## src/rtl/rail_sort_sequencer.sv

```systemverilog
// Purpose : queues decoded digits and, per digit, loads the stepper target, waits for
//           arrival + settling, holds the servo push, then retires the entry.
// Latency : first write into an empty queue -> drv_load two cycles later; MOVE the cycle after.
// Backpr. : digit_ready low while the queue is full; the queue pops only when an entry retires.
// Ports   : clk/reset (async, active-high); digit_valid/digit_in/digit_ready upstream handshake;
//           at_target from the drive; drv_digit/drv_load/drv_en/push_req/push_left to the drive;
//           busy/done/fault/count status; clear_fault leaves the fault state and retries the head.
module rail_sort_sequencer #(
    parameter int FIFO_DEPTH     = 4,
    parameter int SETTLE_CYCLES  = 2000000,
    parameter int PUSH_CYCLES    = 40000000,
    parameter int TIMEOUT_CYCLES = 400000000
) (
    input  logic                          clk,
    input  logic                          reset,
    input  logic                          digit_valid,
    input  logic [3:0]                    digit_in,
    output logic                          digit_ready,
    input  logic                          at_target,
    output logic [3:0]                    drv_digit,
    output logic                          drv_load,
    output logic                          drv_en,
    output logic                          push_req,
    output logic                          push_left,
    output logic                          busy,
    output logic                          done,
    output logic                          fault,
    input  logic                          clear_fault,
    output logic [$clog2(FIFO_DEPTH):0]   count
);

    localparam int AW = $clog2(FIFO_DEPTH);
    localparam int CW = AW + 1;

    localparam logic [31:0] SETTLE_LAST  = 32'(SETTLE_CYCLES - 1);
    localparam logic [31:0] PUSH_LAST    = 32'(PUSH_CYCLES - 1);
    localparam logic [31:0] TIMEOUT_LAST = 32'(TIMEOUT_CYCLES - 1);

    typedef enum logic [2:0] {
        S_IDLE, S_LOAD, S_MOVE, S_SETTLE, S_PUSH, S_DONE, S_FAULT
    } state_t;

    state_t state, state_next;

    // ---------------- digit queue ----------------
    logic [3:0]    mem [FIFO_DEPTH];
    logic [AW-1:0] wr_ptr, rd_ptr;
    logic [CW-1:0] count_q;
    logic          wr_en, pop;

    assign digit_ready = (count_q != CW'(FIFO_DEPTH));
    assign wr_en       = digit_valid && digit_ready;
    assign pop         = (state == S_DONE);
    assign count       = count_q;

    always_ff @(posedge clk) begin
        if (wr_en)
            mem[wr_ptr] <= digit_in;
    end

    always_ff @(posedge clk or posedge reset) begin
        if (reset) begin
            wr_ptr  <= '0;
            rd_ptr  <= '0;
            count_q <= '0;
        end else begin
            if (wr_en)
                wr_ptr <= wr_ptr + 1'b1;
            if (pop)
                rd_ptr <= rd_ptr + 1'b1;
            count_q <= count_q + CW'(wr_en) - CW'(pop);
        end
    end

    // ---------------- counters ----------------
    // phase_cnt times the current phase (at_target-high run in MOVE/SETTLE, hold time in PUSH);
    // to_cnt spans MOVE and SETTLE together so a drive that never arrives ends in FAULT.
    logic [31:0] phase_cnt, to_cnt;
    logic        settle_hit, push_hit, to_hit;

    assign settle_hit = (phase_cnt == SETTLE_LAST);
    assign push_hit   = (phase_cnt == PUSH_LAST);
    assign to_hit     = (to_cnt == TIMEOUT_LAST);

    // ---------------- state register ----------------
    always_ff @(posedge clk or posedge reset) begin
        if (reset)
            state <= S_IDLE;
        else
            state <= state_next;
    end

    // ---------------- next-state logic ----------------
    always_comb begin
        state_next = state;
        case (state)
            S_IDLE:   if (count_q != '0) state_next = S_LOAD;
            S_LOAD:   state_next = S_MOVE;
            // at_target low means motion has started; a run of SETTLE_CYCLES highs means the
            // drive was already on target, so settling proceeds without waiting for motion.
            S_MOVE: begin
                if (to_hit)
                    state_next = S_FAULT;
                else if (!at_target || settle_hit)
                    state_next = S_SETTLE;
            end
            S_SETTLE: begin
                if (to_hit)
                    state_next = S_FAULT;
                else if (at_target && settle_hit)
                    state_next = S_PUSH;
            end
            S_PUSH:   if (push_hit) state_next = S_DONE;
            S_DONE:   state_next = S_IDLE;
            S_FAULT:  if (clear_fault) state_next = S_IDLE;
            default:  state_next = S_IDLE;
        endcase
    end

    // ---------------- output decode ----------------
    always_comb begin
        drv_load = 1'b0;
        drv_en   = 1'b0;
        push_req = 1'b0;
        busy     = (state != S_IDLE);
        done     = 1'b0;
        case (state)
            S_LOAD:   drv_load = 1'b1;
            S_MOVE,
            S_SETTLE: drv_en = 1'b1;
            // The drive arms its servo only while load is high.
            S_PUSH: begin
                push_req = 1'b1;
                drv_en   = 1'b1;
                drv_load = 1'b1;
            end
            S_DONE:   done = 1'b1;
            default: ;
        endcase
    end

    // ---------------- datapath registers ----------------
    always_ff @(posedge clk or posedge reset) begin
        if (reset) begin
            phase_cnt <= '0;
            to_cnt    <= '0;
            drv_digit <= '0;
            push_left <= 1'b0;
            fault     <= 1'b0;
        end else begin
            if (state != state_next)
                phase_cnt <= '0;
            else if ((state == S_PUSH) || ((state == S_MOVE || state == S_SETTLE) && at_target))
                phase_cnt <= (phase_cnt == '1) ? phase_cnt : phase_cnt + 32'd1;
            else
                phase_cnt <= '0;

            if (state == S_LOAD)
                to_cnt <= '0;
            else if ((state == S_MOVE || state == S_SETTLE) && to_cnt != '1)
                to_cnt <= to_cnt + 32'd1;

            // Latch the head as LOAD is entered so it is stable for the whole LOAD cycle.
            if (state == S_IDLE && state_next == S_LOAD) begin
                drv_digit <= mem[rd_ptr];
                push_left <= mem[rd_ptr][0];
            end

            fault <= (state_next == S_FAULT);
        end
    end

endmodule

```

## config.mk

```make
export PLATFORM = sky130hd
export DESIGN_NAME = rail_sort_sequencer
export DESIGN_NICKNAME = d
export VERILOG_FILES = /design/src/rtl/rail_sort_sequencer.sv
export SDC_FILE = /design/constraint.sdc
export NUM_CORES = 1
export LEC_CHECK = 0
export ABC_AREA = 1
export CORE_ASPECT_RATIO = 0.9
export CORE_UTILIZATION = 45
export DETAILED_ROUTE_END_ITERATION = 8
export DONT_BUFFER_PORTS = 1
export PLACE_DENSITY_LB_ADDON = 0.25
export REMOVE_ABC_BUFFERS = 1
export SLEW_MARGIN = 20
export SYNTH_ARGS = -nofsm -noshare
export SYNTH_HDL_FRONTEND = slang
export SYNTH_SLANG_ARGS = --single-unit
```

## constraint.sdc

```tcl
create_clock -name clk -period 2.68 [get_ports clk]
set_input_delay 0.536 -clock clk [delete_from_list [all_inputs] [get_ports clk]]
set_output_delay 0.536 -clock clk [all_outputs]
set_load 0.02 [all_outputs]
```

==> flow_summary.ini, run 1 <==
[die]
die_w_um = 120
dieArea_um2 = 13000
fp.dieH_um = 108
fp.coreArea_um2 = 12200
floorplan.initialDensity = 0.465
num_rows = 38
io_pins = 24

[timing]
max_slew_margin = 0.505
fin_crit_ps = 2230
worstMarginPinSlew_ps = 743
slew_violations = 0
finalHoldViolCount = 0
fmax_ghz = 0.448
rsz0062_at_grt = false
finalCritPeriodShare = 0.834
worst_clock_skew_ps = 9.66
finalSetupViolations = 0
fin_ws_ps = 446
setup_tns_ps = 0

[detailed_routing]
dr.pass1.iters = 6
vias = 4998
drt.antenna.violating_nets = 0
wirelength_mm = 13.7
drc = 0
via_per_inst = 5.43
drt_iter0_markers = 396
wl_per_cell_um = 14.9

[run_status]
status = complete, no violations

[grt]
overflow = 0
grt_use_met1 = 0.298
grt.total_usage = 0.225
met3_usage = 0.0659
busiest_layer = met2
use_met2 = 0.362
grt_max_degree = 42
grt_pass1_vias = 4830
antenna_found_initial = 0
grt_pass1_wl_mm = 22.9

[synth]
syn_area_um2 = 5660
synth.distinct_cells = 41
ys_ff_latch = 95
yosysWarnings = 0
synth_edf_count = 16
ys.flop_type = dfrtp_1
async_flop_share = 0.832
syn_area_per_cell_um2 = 7.55
syn_inst = 750
seq_area_frac_synth = 0.434

[worst_setup_path]
end_kind = flip-flop
worstPathMaxFanout = 8
crit_arrival_ps = 2480
regToRegSetupSlack_ps = 450
crit_required_ps = 2930
startpoint_type = flip-flop
path_class = flip-flop to flip-flop

[job]
cap_violations = 0

[clock_network]
cts_tree = yes
cts_setup_buffers = 0
cts.sinks = 95
ctsHoldBuffers = 0
h-tree-depth = 3
path_clk_slew_ps = 70
clk_latency_ps = 350
cts_resized = 0
root_buffer = clkbuf_16
numCtsBuffers = 9
cts_buffer_depth = 2

[place]
pre_cts_slack_ps = 429
portBuffers = 0
dp_hpwl_mm = 10.4
finalWeightedCongestion = 0.939

[cells_and_area]
antenna_cells = 0
nets = 773
layout_common_cells = 165 x nand2_1, 124 x nor2_1, 94 x inv_1
mostFrequentLayoutCell = nand2_1
syn2layout_area_growth_pct = 8.07
drive_gt1_frac = 0.0803

[hold_path]
min_path_type = primary input to asynchronous set/reset pin

[pwr]
vdd_drop_max_mv = 0.380
powerDensity_nw_per_um2 = 615
cellLeakagePower_nw = 2.49
## sequential cells by signal, indices dropped and copies added, names as in the netlist
signal	cells
wr_ptr	2
state	3
drv_digit	4
mem	16
rd_ptr	2
fault	1
count	3
to_cnt	32
phase_cnt	32
## layout make-up
| class | count | area [um2] |
|---|---|---|
| sequential | 95 | 2460 |
| fill | 1186 | 6050 |
| timing repair buffer | 5 | 50.0 |
| inverter | 98 | 369 |
| clock buffer | 9 | 225 |
| multi-input combinational | 546 | 2740 |
| tap | 160 | 200 |
| clock inverter | 7 | 78.8 |
## cells by family (layout without fill, tap and decap cells)
family	Yosys count	in the layout	share of synthesized area
compound gates	71	71	0.0707
xor+xnor	21	21	0.0325
fa+ha+maj	9	9	0.0212
buf+inv	109	119	0.0824
flops	95	95	0.434
simple gates	445	445	0.359
## critical path: stages (launching register included)
cell	delay (ps)
dfrtp_1	550
nor2_1	70
nand2_1	200
nand2_1	230
ha_1	330
inv_1	70
ha_1	130
inv_1	40
fa_1	470
inv_1	40
## synth_stat cells (2+ instances only)
master	count	area, um2
o31ai_1	4	30.0
a21oi_1	20	100
o21a_1	2	15.0
a32o_1	4	40.0
o22ai_1	2	12.5
xnor2_1	5	43.8
buf_6	7	78.8
nand3_1	44	220
edfxtp_1	16	480
o21ai_0	27	135
nor2_4	4	45.0
inv_1	95	357
nor2_2	21	131
nand2_2	5	31.3
o21ai_1	9	45.0
xor2_1	16	140
nand4_1	33	206
dfrtp_1	79	1980
nand2_4	2	22.5
nand2_1	165	619
ha_1	8	100
nor2_1	124	465
inv_2	2	7.51
nor4_1	5	31.3
nor3_1	34	170
clkbuf_1	2	7.51
## final timing paths
path                       depth (start not counted)        start             to
setup / recovery                                   9     count[1]       count[1]
hold / removal                                     1        reset   phase_cnt[1]
setup reg to reg                                   9     count[1]       count[1]
hold reg to reg                                    1    rd_ptr[1]      rd_ptr[1]
max in group asynchronous                          2        reset  phase_cnt[11]
min in group clk                                   0  digit_in[3]      mem[1][3]
## power by group
part	leakage, nW	internal, mW	switching (mW)
sequential	1.21	1.55	0.134
combinational	1.13	0.186	0.582
clock	0.151	0.669	0.637
## per-stage QoR
step,hold slack [ps],cells,cell area (um2),power (mW),utilization
final,167,920,6120,3.76,0.503
after global routing,206,920,6120,3.95,0.503
after CTS,187,920,6120,3.80,0.503
after detailed placement,467,904,5810,2.49,0.478
after global placement,458,904,5810,2.46,0.478
after floorplan,442,739,5560,2.24,-
## layer usage
metal	vias up	part of all wire
li1	2454	-
met1	2391	0.47
met2	141	0.46
met3	12	0.061
met4	0	0.0093
met5	-	0
(Power assumes the default switching activity.)
==> run 2: changes to the inputs <==
==> constraint.sdc (replaced) <==
create_clock -name clk -period 2.2 [get_ports clk]
set_input_delay 0.44 -clock clk [delete_from_list [all_inputs] [get_ports clk]]
set_output_delay 0.44 -clock clk [all_outputs]
set_load 0.02 [all_outputs]
==> flow_summary.ini, run 2 (same netlist as run 1, synthesis figures left out) <==
[clock_network]
cts_setup_buffers = 0
path_clk_slew_ps = 70
numCtsBuffers = 9
h-tree-depth = 3
cts_buffer_depth = 2
cts_tree = yes
clk_latency_ps = 350
cts.sinks = 95
root_buffer = clkbuf_16

[place]
place_area_um2 = 5970
dp_hpwl_mm = 10.6
dp_cells = 923
finalWeightedCongestion = 0.948
pre_cts_slack_ps = 176
portBuffers = 0

[cells_and_area]
fill_cells = 1183
drive_gt1_frac = 0.108
layout_common_cells = 165 x nand2_1, 121 x nor2_1, 94 x inv_1
final_cells = 941
reg_top3 = phase_cnt (32), to_cnt (32), mem (16)
utilization = 0.519
mostFrequentLayoutCell = nand2_1
nets = 794
antenna_cells = 0
final_area_um2 = 6320
syn2layout_area_growth_pct = 11.7

[pwr]
cellLeakagePower_nw = 2.61
power.total_mw = 4.77
powerDensity_nw_per_um2 = 754
vdd_drop_max_mv = 0.361

[die]
dieArea_um2 = 13000
fp.coreArea_um2 = 12200
die_w_um = 120
floorplan.initialDensity = 0.465
io_pins = 24
num_rows = 38
fp.dieH_um = 108

[worst_setup_path]
crit_required_ps = 2480
cp_slowest_stage_delay_ps = 410
crit_slowest_cell = dfrtp_1
worstPathMaxFanout = 8
startpoint_type = flip-flop
startpoint = to_cnt[0]
crit_top_cell = nand2_2
crit_buf_inv = 2
crit_arrival_ps = 2360
end_kind = flip-flop
r2r_start = to_cnt[0]
path_class = flip-flop to flip-flop
crit_chain = ha_1 -> nand3_1 -> inv_1 -> nand2_2 -> nor2_1 -> nand2_1 -> nand2_2 -> buf_4 -> nor3_1 -> o21ai_0 -> a21oi_1
crit_family = simple AND/OR/NAND/NOR gates

[timing]
whs_ps = 179
fin_crit_ps = 2080
finalSetupViolations = 0
worst_clock_skew_ps = 8.65
worstMarginPinSlew_ps = 459
slew_violations = 0
fin_ws_ps = 120
setup_tns_ps = 0
max_slew_margin = 0.691
finalHoldViolCount = 0
fmax_ghz = 0.481
rsz0062_at_grt = true
finalCritPeriodShare = 0.945

[hold_path]
hp-start = digit_in[1]
min_path_type = primary input to flip-flop

[detailed_routing]
vias = 5084
drc = 0
wl_per_cell_um = 15.0
drt_iter0_markers = 609
drt.antenna.violating_nets = 0
wirelength_mm = 14.1
dr.pass1.iters = 5
via_per_inst = 5.40

[grt]
grt_pass1_vias = 4763
antenna_found_initial = 0
grt.total_usage = 0.231
grt_pass1_wl_mm = 23.4
grt_max_degree = 48
overflow = 0

[job]
cap_violations = 0

[run_status]
status = complete, no violations
==> run 2: worst paths after layout <==
| kind | to | slack (ps) | depth (start not counted) |
|---|---|---|---|
| max in group asynchronous | phase_cnt[10] | 1150 | 3 |
| max | to_cnt[6] | 120 | 11 |
| min | mem[0][1] | 180 | 0 |
| min reg2reg | rd_ptr[1] | 480 | 1 |
| min in group asynchronous | to_cnt[29] | 490 | 2 |
| max reg2reg | to_cnt[6] | 120 | 11 |
==> run 2: where the power goes <==
group	internal (mW)	leakage, nW	switching [mW]	total (mW)
Clock	0.907	0.150	0.737	1.64
Sequential	1.89	1.21	0.162	2.06
Combinational	0.318	1.25	0.751	1.07
==> run 2: what timing repair did <==
| item | 4_1_cts | 5_1_grt |
|---|---|---|
| resized for setup | 0 | 3 |
| endpoints found under the hold margin | 14 | 0 |
| setup endpoints to repair | 0 | 26 |
| hold buffers | 1 | 0 |
==> run 2: final cells by class <==
| class | count | area, um2 | share of cell area |
|---|---|---|---|
| multi-input cells | 546 | 2740 | 0.434 |
| flip-flops and latches | 95 | 2460 | 0.389 |
| inverters | 98 | 369 | 0.0584 |
| repair buffers | 26 | 240 | 0.0380 |
| clock buffers | 9 | 225 | 0.0356 |
| well taps | 160 | 200 | 0.0317 |
| clock inverters | 7 | 86.3 | 0.0137 |
==> run 2: routing by layer <==
metal,global-route usage,vias to the layer above,wire [um]
met2,0.360,145,6310
met1,0.318,2417,6690
met5,0,-,0
met3,0.0612,25,884
li1,-,2497,-
met4,0.0564,0,229
==> run 2: worst register-to-register path, cell delays in order (launching register included) <==
cell and delay (ps):
dfrtp_1 410, ha_1 240, nand3_1 170, inv_1 90, nand2_2 120, nor2_1 50, nand2_1 70, nand2_2 140
buf_4 220, nor3_1 250, o21ai_0 130, a21oi_1 130
==> run 3: changes to the inputs <==
--- a/config.mk
+++ b/config.mk
@@ -7,7 +7,7 @@
 export LEC_CHECK = 0
 export ABC_AREA = 1
 export CORE_ASPECT_RATIO = 0.9
-export CORE_UTILIZATION = 45
+export CORE_UTILIZATION = 60
 export DETAILED_ROUTE_END_ITERATION = 8
 export DONT_BUFFER_PORTS = 1
 export PLACE_DENSITY_LB_ADDON = 0.25
==> flow_summary.ini, run 3 (same netlist as run 1, synthesis figures left out) <==
[place]
portBuffers = 0
dp_hpwl_mm = 9.81
finalWeightedCongestion = 0.974
pre_cts_slack_ps = 107
dp_cells = 880

[worst_setup_path]
rr_worst_depth = 12
rr_endpoint = phase_cnt[31]
path_class = flip-flop to output pin
crit_required_ps = 1760
regToRegSetupSlack_ps = 150
worstPathMaxFanout = 5
end_kind = output pin
r2r_start = to_cnt[1]
crit_top_cell = inv_1
crit_arrival_ps = 1640
cp_slowest_stage_delay_ps = 440
crit_chain = inv_1 -> buf_4 -> nor3_4 -> inv_1 -> nand2_1
crit_slowest_cell = dfrtp_1
startpoint_type = flip-flop

[detailed_routing]
wirelength_mm = 13.0
via_per_inst = 5.62
vias = 5037
dr.pass1.iters = 5
drt_iter0_markers = 343
drc = 0
drt.antenna.violating_nets = 0
wl_per_cell_um = 14.5

[die]
floorplan.initialDensity = 0.620
num_rows = 33
fp.dieH_um = 94.1
dieArea_um2 = 9830
io_pins = 24
fp.coreArea_um2 = 9130
die_w_um = 104

[timing]
worst_clock_skew_ps = 17.2
max_slew_margin = 0.633
rsz0062_at_grt = false
slew_violations = 0
finalCritPeriodShare = 0.946
finalSetupViolations = 0
fin_ws_ps = 119
worstMarginPinSlew_ps = 550
finalHoldViolCount = 0
fmax_ghz = 0.481
setup_tns_ps = 0
fin_crit_ps = 2080

[pwr]
powerDensity_nw_per_um2 = 705
cellLeakagePower_nw = 2.53
vdd_drop_max_mv = 0.490
power.total_mw = 4.33

[cells_and_area]
utilization = 0.673
syn2layout_area_growth_pct = 8.42
reg_top3 = phase_cnt (32), to_cnt (32), mem (16)
drive_gt1_frac = 0.101
antenna_cells = 0
layout_common_cells = 165 x nand2_1, 121 x nor2_1, 94 x inv_1
mostFrequentLayoutCell = nand2_1
final_cells = 897
nets = 788

[grt]
overflow = 0
antenna_found_initial = 0
grt.total_usage = 0.279
grt_pass1_wl_mm = 21.7
grt_pass1_vias = 4743
grt_max_degree = 36

[hold_path]
hp-start = digit_in[2]
min_path_type = primary input to flip-flop
hold_depth = 0
hold_end = mem[1][2]

[clock_network]
cts_tree = yes
clk_latency_ps = 370
path_clk_slew_ps = 110
h-tree-depth = 3
cts.sinks = 95
root_buffer = clkbuf_8
cts_setup_buffers = 0
cts_buffer_depth = 2
numCtsBuffers = 9

[run_status]
status = complete, no violations

[job]
cap_violations = 0
run 3: layout make-up:
cell class / instances / area [um2]
fillers: 762 / 2990
multi-input cells: 546 / 2770
flip-flops and latches: 95 / 2460
inverters: 98 / 369
repair buffers: 20 / 165
well taps: 122 / 153
clock buffers: 9 / 124
clock inverters: 7 / 95.1
run 3: power breakdown:
| group | internal [mW] | leakage [nW] | switching, mW |
|---|---|---|---|
| clock network | 0.561 | 0.111 | 0.702 |
| registers | 1.89 | 1.21 | 0.169 |
| logic | 0.270 | 1.21 | 0.734 |
| total | 2.72 | 2.53 | 1.61 |
run 3: what timing repair did:
item                                    4_1_cts  5_1_grt
hold endpoints to repair                     30        0
hold buffers                                  1        0
gates resized for setup                       0        7
endpoints found under the setup margin        0       36
run 3: through the flow:
stage / hold slack (ps) / area [um2]
2_1_floorplan: 442 / 5560
3_3_place_gp: 382 / 5870
3_5_place_dp: 395 / 5870
4_1_cts: 136 / 6100
5_1_grt: 136 / 6140
6_report: 157 / 6140
run 3: worst max-delay path, delay by kind of cell (launching register included):
| kind | cells | cell delay [ps] |
|---|---|---|
| flip-flops | 1 | 440 |
| AND/OR/NAND/NOR | 2 | 290 |
| buffers and inverters | 3 | 550 |
run 3: worst max path at each step:
stage / startpoint / slack (ps) / to / cells past startpoint
5_1_grt: phase_cnt[0] / 10 / phase_cnt[31] / 12
3_3_place_gp: to_cnt[1] / 170 / phase_cnt[30] / 12
6_report: state[0] / 120 / drv_load / 5
2_1_floorplan: reset / -260 / count[0] / 1
3_5_place_dp: phase_cnt[0] / 110 / phase_cnt[10] / 12
4_1_cts: phase_cnt[0] / 80 / phase_cnt[10] / 12
run 3: routing by layer:
metal | part of all wire | wire, um | global-route usage | vias up
met4 | 0.025 | 326 | 0.106 | 0
met2 | 0.48 | 6200 | 0.475 | 184
li1 | - | - | - | 2484
met3 | 0.060 | 786 | 0.0506 | 31
met5 | 0 | 0 | 0 | -
met1 | 0.44 | 5720 | 0.355 | 2338
